`config.mk`:
```
export PLATFORM = sky130hd
export DESIGN_NAME = subleq_seq_flat
export DESIGN_NICKNAME = d
export VERILOG_FILES = /design/src/rtl/subleq_seq_if.sv /design/src/rtl/subleq_seq.sv /design/src/flat_wrapper.sv
export SDC_FILE = /design/constraint.sdc
export NUM_CORES = 1
export LEC_CHECK = 0
export ABC_AREA = 1
export CORE_MARGIN = 5
export CORE_UTILIZATION = 55
export CTS_BUF_LIST = sky130_fd_sc_hd__clkbuf_8
export DETAILED_ROUTE_END_ITERATION = 6
export GPL_TIMING_DRIVEN = 1
export PLACE_DENSITY = 0.88
export SYNTH_ARGS = -nofsm -noshare
export SYNTH_HDL_FRONTEND = slang
export SYNTH_SLANG_ARGS = --single-unit
```
`constraint.sdc`:
```
create_clock -name clk -period 4.3 [get_ports clk]
set_input_delay 0.43 -clock clk [delete_from_list [all_inputs] [get_ports clk]]
set_output_delay 0.43 -clock clk [all_outputs]
set_load 0.01 [all_outputs]
```
`src/rtl/subleq_seq_if.sv`:
```
// subleq_seq_if: instruction ROM and single-port data memory bus of the SUBLEQ sequencer
interface subleq_seq_if #(
  parameter int A = 8,
  parameter int D = 8,
  parameter int PW = 4
);
  logic [PW-1:0] imem_addr;
  logic [3*A-1:0] imem_rdata;
  logic [A-1:0] dmem_addr;
  logic dmem_we;
  logic [D-1:0] dmem_wdata;
  logic [D-1:0] dmem_rdata;
  modport master (output imem_addr, dmem_addr, dmem_we, dmem_wdata, input imem_rdata, dmem_rdata);
  modport slave (input imem_addr, dmem_addr, dmem_we, dmem_wdata, output imem_rdata, dmem_rdata);
endinterface

```
`src/rtl/subleq_seq.sv`:
```
// subleq_seq: five-cycle SUBLEQ sequencer; mem[b] -= mem[a], branch to c when the result is <= 0
module subleq_seq #(
  parameter int A = 8,
  parameter int D = 8,
  parameter int I_MEM = 16,
  parameter int IO_ADDR = 2**A-1,
  localparam int PW = $clog2(I_MEM)
) (
  input  logic clk,
  input  logic rst_n,
  input  logic start,
  subleq_seq_if.master mem,
  input  logic [D-1:0] io_in,
  output logic [D-1:0] io_out,
  output logic busy,
  output logic halted,
  output logic [PW-1:0] pc,
  output logic [15:0] retired
);
  localparam int NW = (A > PW ? A : PW) + 1;
  localparam logic [A-1:0] IO = A'(IO_ADDR);
  typedef enum logic [2:0] {IDLE, FETCH, LATCH, RDA, RDB, WB, HALT} state_t;
  state_t state_q, state_d;
  logic [PW-1:0] pc_q, pc_d;
  logic [A-1:0] a_q, a_d, b_q, b_d, c_q, c_d;
  logic [D-1:0] va_q, va_d, io_q, io_d, vb, r;
  logic [15:0] ret_q, ret_d;
  logic [NW-1:0] npc;
  logic taken;
  always_ff @(posedge clk or negedge rst_n)
    if (!rst_n) begin
      state_q <= IDLE;
      pc_q <= '0;
      a_q <= '0;
      b_q <= '0;
      c_q <= '0;
      va_q <= '0;
      io_q <= '0;
      ret_q <= '0;
    end else begin
      state_q <= state_d;
      pc_q <= pc_d;
      a_q <= a_d;
      b_q <= b_d;
      c_q <= c_d;
      va_q <= va_d;
      io_q <= io_d;
      ret_q <= ret_d;
    end
  always_comb begin
    state_d = state_q;
    pc_d = pc_q;
    a_d = a_q;
    b_d = b_q;
    c_d = c_q;
    va_d = va_q;
    io_d = io_q;
    ret_d = ret_q;
    vb = b_q == IO ? io_in : mem.dmem_rdata;
    r = vb - va_q;
    taken = r == '0 || r[D-1];
    // wide enough to see a branch target or fall-through past the last instruction
    npc = taken ? NW'(c_q) : NW'(pc_q) + NW'(1);
    case (state_q)
      IDLE: if (start) begin
        pc_d = '0;
        state_d = FETCH;
      end
      FETCH: state_d = LATCH;
      LATCH: begin
        {a_d, b_d, c_d} = mem.imem_rdata;
        state_d = RDA;
      end
      RDA: state_d = RDB;
      RDB: begin
        va_d = a_q == IO ? io_in : mem.dmem_rdata;
        state_d = WB;
      end
      WB: begin
        io_d = b_q == IO ? r : io_q;
        ret_d = ret_q == '1 ? ret_q : ret_q + 16'd1;
        state_d = npc >= NW'(I_MEM) ? HALT : FETCH;
        pc_d = npc >= NW'(I_MEM) ? pc_q : npc[PW-1:0];
      end
      HALT: if (start) begin
        pc_d = '0;
        ret_d = '0;
        state_d = FETCH;
      end
      default: state_d = IDLE;
    endcase
  end
  // memory strobes decode straight from state so an async reset drops them at once
  assign mem.imem_addr = pc_q;
  assign mem.dmem_addr = state_q == RDA ? a_q : (state_q == RDB || state_q == WB) ? b_q : '0;
  assign mem.dmem_we = state_q == WB && b_q != IO;
  assign mem.dmem_wdata = mem.dmem_we ? r : '0;
  assign io_out = io_q;
  assign busy = state_q != IDLE && state_q != HALT;
  assign halted = state_q == HALT;
  assign pc = pc_q;
  assign retired = ret_q;
endmodule

```
`src/flat_wrapper.sv`:
```
// flat-port wrapper written by rule: the top's interface ports become plain ports
module subleq_seq_flat 
#(
  parameter int A = 8,
  parameter int D = 8,
  parameter int I_MEM = 16,
  parameter int IO_ADDR = 2**A-1,
  localparam int PW = $clog2(I_MEM)
)
  (clk, rst_n, start, io_in, io_out, busy, halted, pc, retired, mem_imem_addr, mem_dmem_addr, mem_dmem_we, mem_dmem_wdata, mem_imem_rdata, mem_dmem_rdata);
  subleq_seq_if #(.A(A), .D(D), .PW((4))) mem_i ();
  input  logic clk;
  input  logic rst_n;
  input  logic start;
  input  logic [D-1:0] io_in;
  output logic [D-1:0] io_out;
  output logic busy;
  output logic halted;
  output logic [PW-1:0] pc;
  output logic [15:0] retired;
  output wire logic [$bits(mem_i.imem_addr)-1:0] mem_imem_addr;
  output wire logic [$bits(mem_i.dmem_addr)-1:0] mem_dmem_addr;
  output wire logic [$bits(mem_i.dmem_we)-1:0] mem_dmem_we;
  output wire logic [$bits(mem_i.dmem_wdata)-1:0] mem_dmem_wdata;
  input wire logic [$bits(mem_i.imem_rdata)-1:0] mem_imem_rdata;
  input wire logic [$bits(mem_i.dmem_rdata)-1:0] mem_dmem_rdata;
  assign mem_imem_addr = mem_i.imem_addr;
  assign mem_dmem_addr = mem_i.dmem_addr;
  assign mem_dmem_we = mem_i.dmem_we;
  assign mem_dmem_wdata = mem_i.dmem_wdata;
  assign mem_i.imem_rdata = mem_imem_rdata;
  assign mem_i.dmem_rdata = mem_dmem_rdata;
  subleq_seq #(.A(A), .D(D), .I_MEM(I_MEM), .IO_ADDR(IO_ADDR)) u_core (.clk(clk), .rst_n(rst_n), .start(start), .mem(mem_i), .io_in(io_in), .io_out(io_out), .busy(busy), .halted(halted), .pc(pc), .retired(retired));
endmodule
```
==> results list <==
* Detailed-placement wirelength estimate: 7.126 mm
* Clock latency at the later pin of the worst-skew pair: 0.34 ns
- Count of buffers inserted at the top-level ports: 93
* Endpoint type of the worst setup path: output port
- The longest clock path from root to sink contains 2 buffers.
* Share of layout cells above drive strength 1: 0.1121
* Power, Total: 3.311 mW
- Headroom to the max-slew limit came out at 0.4004.
- Launch point of the worst reg-to-reg path: u_core.b_q[4]
- After synthesis, the share of flip-flops with an asynchronous set or reset is 1.000.
- Count of synthesis-stage warnings from yosys: 0
- The slowest stage of the critical path belongs to the cell clkdlybuf4s50_1.
- Num Clock Sinks: 63
* Cts-stage hold buffer count: 0
- Class of the most critical hold timing path: in -> async
- Cells traversed along the worst timing path: nand2_1 > nor2_2 > nand2_1 > inv_1 > nand2_1 > nand2_1 > ha_1 > nand2_1 > nand2_1 > inv_1 > nand2_1 > nand2_1 > nand3_1 > nand3_1 > nand2_1 > nor2_1 > clkdlybuf4s50_1
* Maximum Capacitance Violations: 0
- The number of buffers and inverters on the critical path is 3.
* Leftover overflow at the end of global routing: 0
* Crit path max fanout: 13
- Setup violations remaining at the end of the flow were counted as 0.
- Pin placement for this block handled 94 I/O pins.
- Of the synthesized area, sequential elements account for 0.4235.
- Minimum setup slack among reg-to-reg paths: 1.23 ns
- Power spread over the standard cell area amounts to 677.6 nW/um^2.
* Status: finished, final reports clean
- The H-tree was split into 3 levels.
* Number of cells produced by synthesis: 472
- From left edge to right edge, the die measures 92.27 um.
- Across the whole layout, storage elements account for 1577 sq um.
- For this design the static power due to leakage is 2.299 nW.
- Area leader, netlist: dfrtp_1
* Top cell family by delay on the critical path: simple AND/OR/NAND/NOR gates
- Counting flops with a built-in enable in the synthesized netlist gives 0.
* Post-CTS Repair Setup Buffers: 0
* CP Data Arrival Time: 3.41 ns
* Setup repair after global routing missed its margin: false
- Layout area overhead: 31.26%
- The mapped netlist covers 3722 sq um.
- After floorplanning, the core was sized to cover 6681 sq um.
* Total of flip-flops plus latches after synthesis: 63
- Worst Clk Skew: 0.01377 ns
* Vias per Instance: 5.432
- For this run, the leading register cell type out of synthesis is dfrtp_1.
- In the final layout, the multi-input gates occupy 1834 sq um.
- First-pass GRT wire length: 15.94 mm
- A synthesized cell averages 7.886 sq um.
* Final-layout worst hold slack: 0.2460 ns
- By area the synthesized netlist is led by dfrtp_1, nand2_1, inv_1, nand3_1, mux2_2.
- For the pin with the worst max-slew slack, the measured transition is 0.8962 ns.
- Count of final max-slew check failures: 0
- The worst register-to-register path has a depth of 18.
- In this design, the critical path's most frequently occurring cell is nand2_1.
* Fmax: 260.7 MHz
- Antenna violations before repair: 0
- Die Height: 92.27 um
* Category of the worst setup path launch point: flop
- The worst-case IR drop observed on VDD is 0.3859 mV.
* Most used cells in the layout excluding fill and tap cells: nand2_1, clkdlybuf4s50_1, dfrtp_1
- The die covers 8513 sq um.
* Clk Tree Root Cell: clkbuf_8
- Routability-driven placement finished with a final weighted congestion of 0.9383.
- 1st-pass router iterations: 5
- Entering global routing, the biggest net connects 64 pins.
* Final Hold Viols: 0
- Routed wire per std cell: 14.66 um
* Final wirelength: 9.542 mm
- Register clock-pin slew on the reported worst setup and hold paths: 0.08 ns
* DRT iter0 DRCs: 162
* Fill cell total of the finished layout: 537
- The number of different library cells used by synthesis comes to 40.
* Via total after detailed routing: 3536
* Nets: 619
- For the final routed database, the setup TNS stands at 0 ns.
* Number of global-route vias before repair: 3573
- Number of inserted diodes: 0
- TritonCTS built the clock tree.
- Dividing the final minimum period by the clock period gives 0.8921.
- Once placement completed, the tool counted placed cells totaling 635.
- FP Rows: 30
- For the finished layout, the period the worst path requires is 3.836 ns.
- Critical Path RT: 3.87 ns
- The initial utilization of the core area, before any placement, comes to 0.5571.
- Number of buffers inserted during clock tree synthesis: 9
- Antenna-violating nets left: 0
* Maximum cell stage delay along the critical path: 0.55 ns
- Of the post-synthesis cell area, the dominant cell type holds 0.4235.
- The number of gates resized after CTS was 0.
- In this run the critical register-to-register path is captured at u_core.mem.imem_addr[1].
- For this run, design rule violations remaining after detail routing come to 0.
- For this run, the total global-route usage over all layers was measured as 0.2307.
- The finished layout holds 651 standard cells, fillers aside.
* Most common cell after layout, fill and taps aside: nand2_1
- Nets in the synthesized netlist: 525
- The critical path in this run is classified as reg -> out.
-- flip-flops by register name, summed over array words and instances, names as in the netlist --
signal                cells
u_core.a_q                8
u_core.b_q                8
u_core.c_q                8
u_core.io_out             8
u_core.mem.imem_addr      4
u_core.retired           16
u_core.state_q            3
u_core.va_q               8
-- cell usage after synthesis, types with 3 or more instances --
library cell  instances
buf_4                 5
xor2_1                4
buf_2                 4
nor3_1                3
o21ai_1               3
o22ai_1               6
nor4_1                3
nand2_4               3
nand4_1               5
o21ai_0              30
nand3_1              37
nor2_2                7
dfrtp_1              63
nand2_2               4
mux2_2               16
nor2_1               46
ha_1                  9
inv_2                 3
nand2_1             109
a21oi_1              26
inv_1                58
-- cell families after synthesis --
logic type	share of synthesized area
AND/OR/NAND/NOR	0.2921
buffers and inverters	0.08370
AO/OA/AOI/OAI	0.1025
flip-flops	0.4235
multiplexers	0.04840
adder cells (fa/ha/maj)	0.03563
XOR/XNOR	0.01412
-- worst reg2reg max path, cell delays in order (launching register included) --
cell and delay (ns):
dfrtp_1 0.37, nand2_1 0.07, nor2_2 0.16, nand2_1 0.29, nand2_1 0.13, o21ai_0 0.10
ha_1 0.23, fa_1 0.54, nand2_1 0.06, nor2_1 0.11, nand3_1 0.10, nor2_2 0.13
nand3_4 0.14, nand2_1 0.12, nand2_2 0.08, nand3_4 0.14, nand2_4 0.07, nand2_1 0.07
nand2_1 0.06
-- metrics by stage --
stage	utilization	cell area (sq um)	setup WS [ns]
detailed placement	0.7015	4687	0.8805
finish	0.7313	4886	0.4638
global placement	0.7015	4687	1.028
floorplan	-	3722	1.667
global route	0.7313	4886	0.1665
CTS	0.7313	4886	0.4738
-- area by class of cell --
| cell class | count | share of cell area |
|---|---|---|
| repair buffers | 95 | 0.1926 |
| well taps | 80 | 0.02049 |
| clock buffers | 10 | 0.02817 |
| clock inverters | 6 | 0.01255 |
| flip-flops and latches | 63 | 0.3227 |
| multi-input cells | 335 | 0.3754 |
| inverters | 62 | 0.04814 |
-- layer usage --
| metal | vias up | wire, um | GRT usage |
|---|---|---|---|
| met3 | 24 | 381 | 0.04266 |
| met1 | 1685 | 3843 | 0.2677 |
| met5 | - | 0 | 0 |
| met2 | 105 | 5108 | 0.4161 |
| met4 | 0 | 208 | 0.09530 |
| li1 | 1722 | - | - |
-- power breakdown --
part	switching [mW]	internal, mW	total, mW
clock	0.241	0.280	0.521
combinational	0.951	0.779	1.73
sequential	0.212	0.848	1.06
-- worst max path at each step --
| stage | from | endpoint | slack (ns) | cells past startpoint |
|---|---|---|---|---|
| after floorplan | u_core.b_q[4] | u_core.mem.imem_addr[2] | 1.67 | 22 |
| after global placement | u_core.b_q[4] | mem_dmem_wdata[7] | 1.03 | 17 |
| after detailed placement | u_core.b_q[4] | mem_dmem_wdata[7] | 0.88 | 17 |
| after CTS | u_core.b_q[4] | mem_dmem_wdata[7] | 0.47 | 17 |
| after global routing | u_core.b_q[4] | mem_dmem_wdata[7] | 0.17 | 17 |
| final | u_core.b_q[4] | mem_dmem_wdata[7] | 0.46 | 17 |
Note: power is estimated with default switching activity, not from simulation.
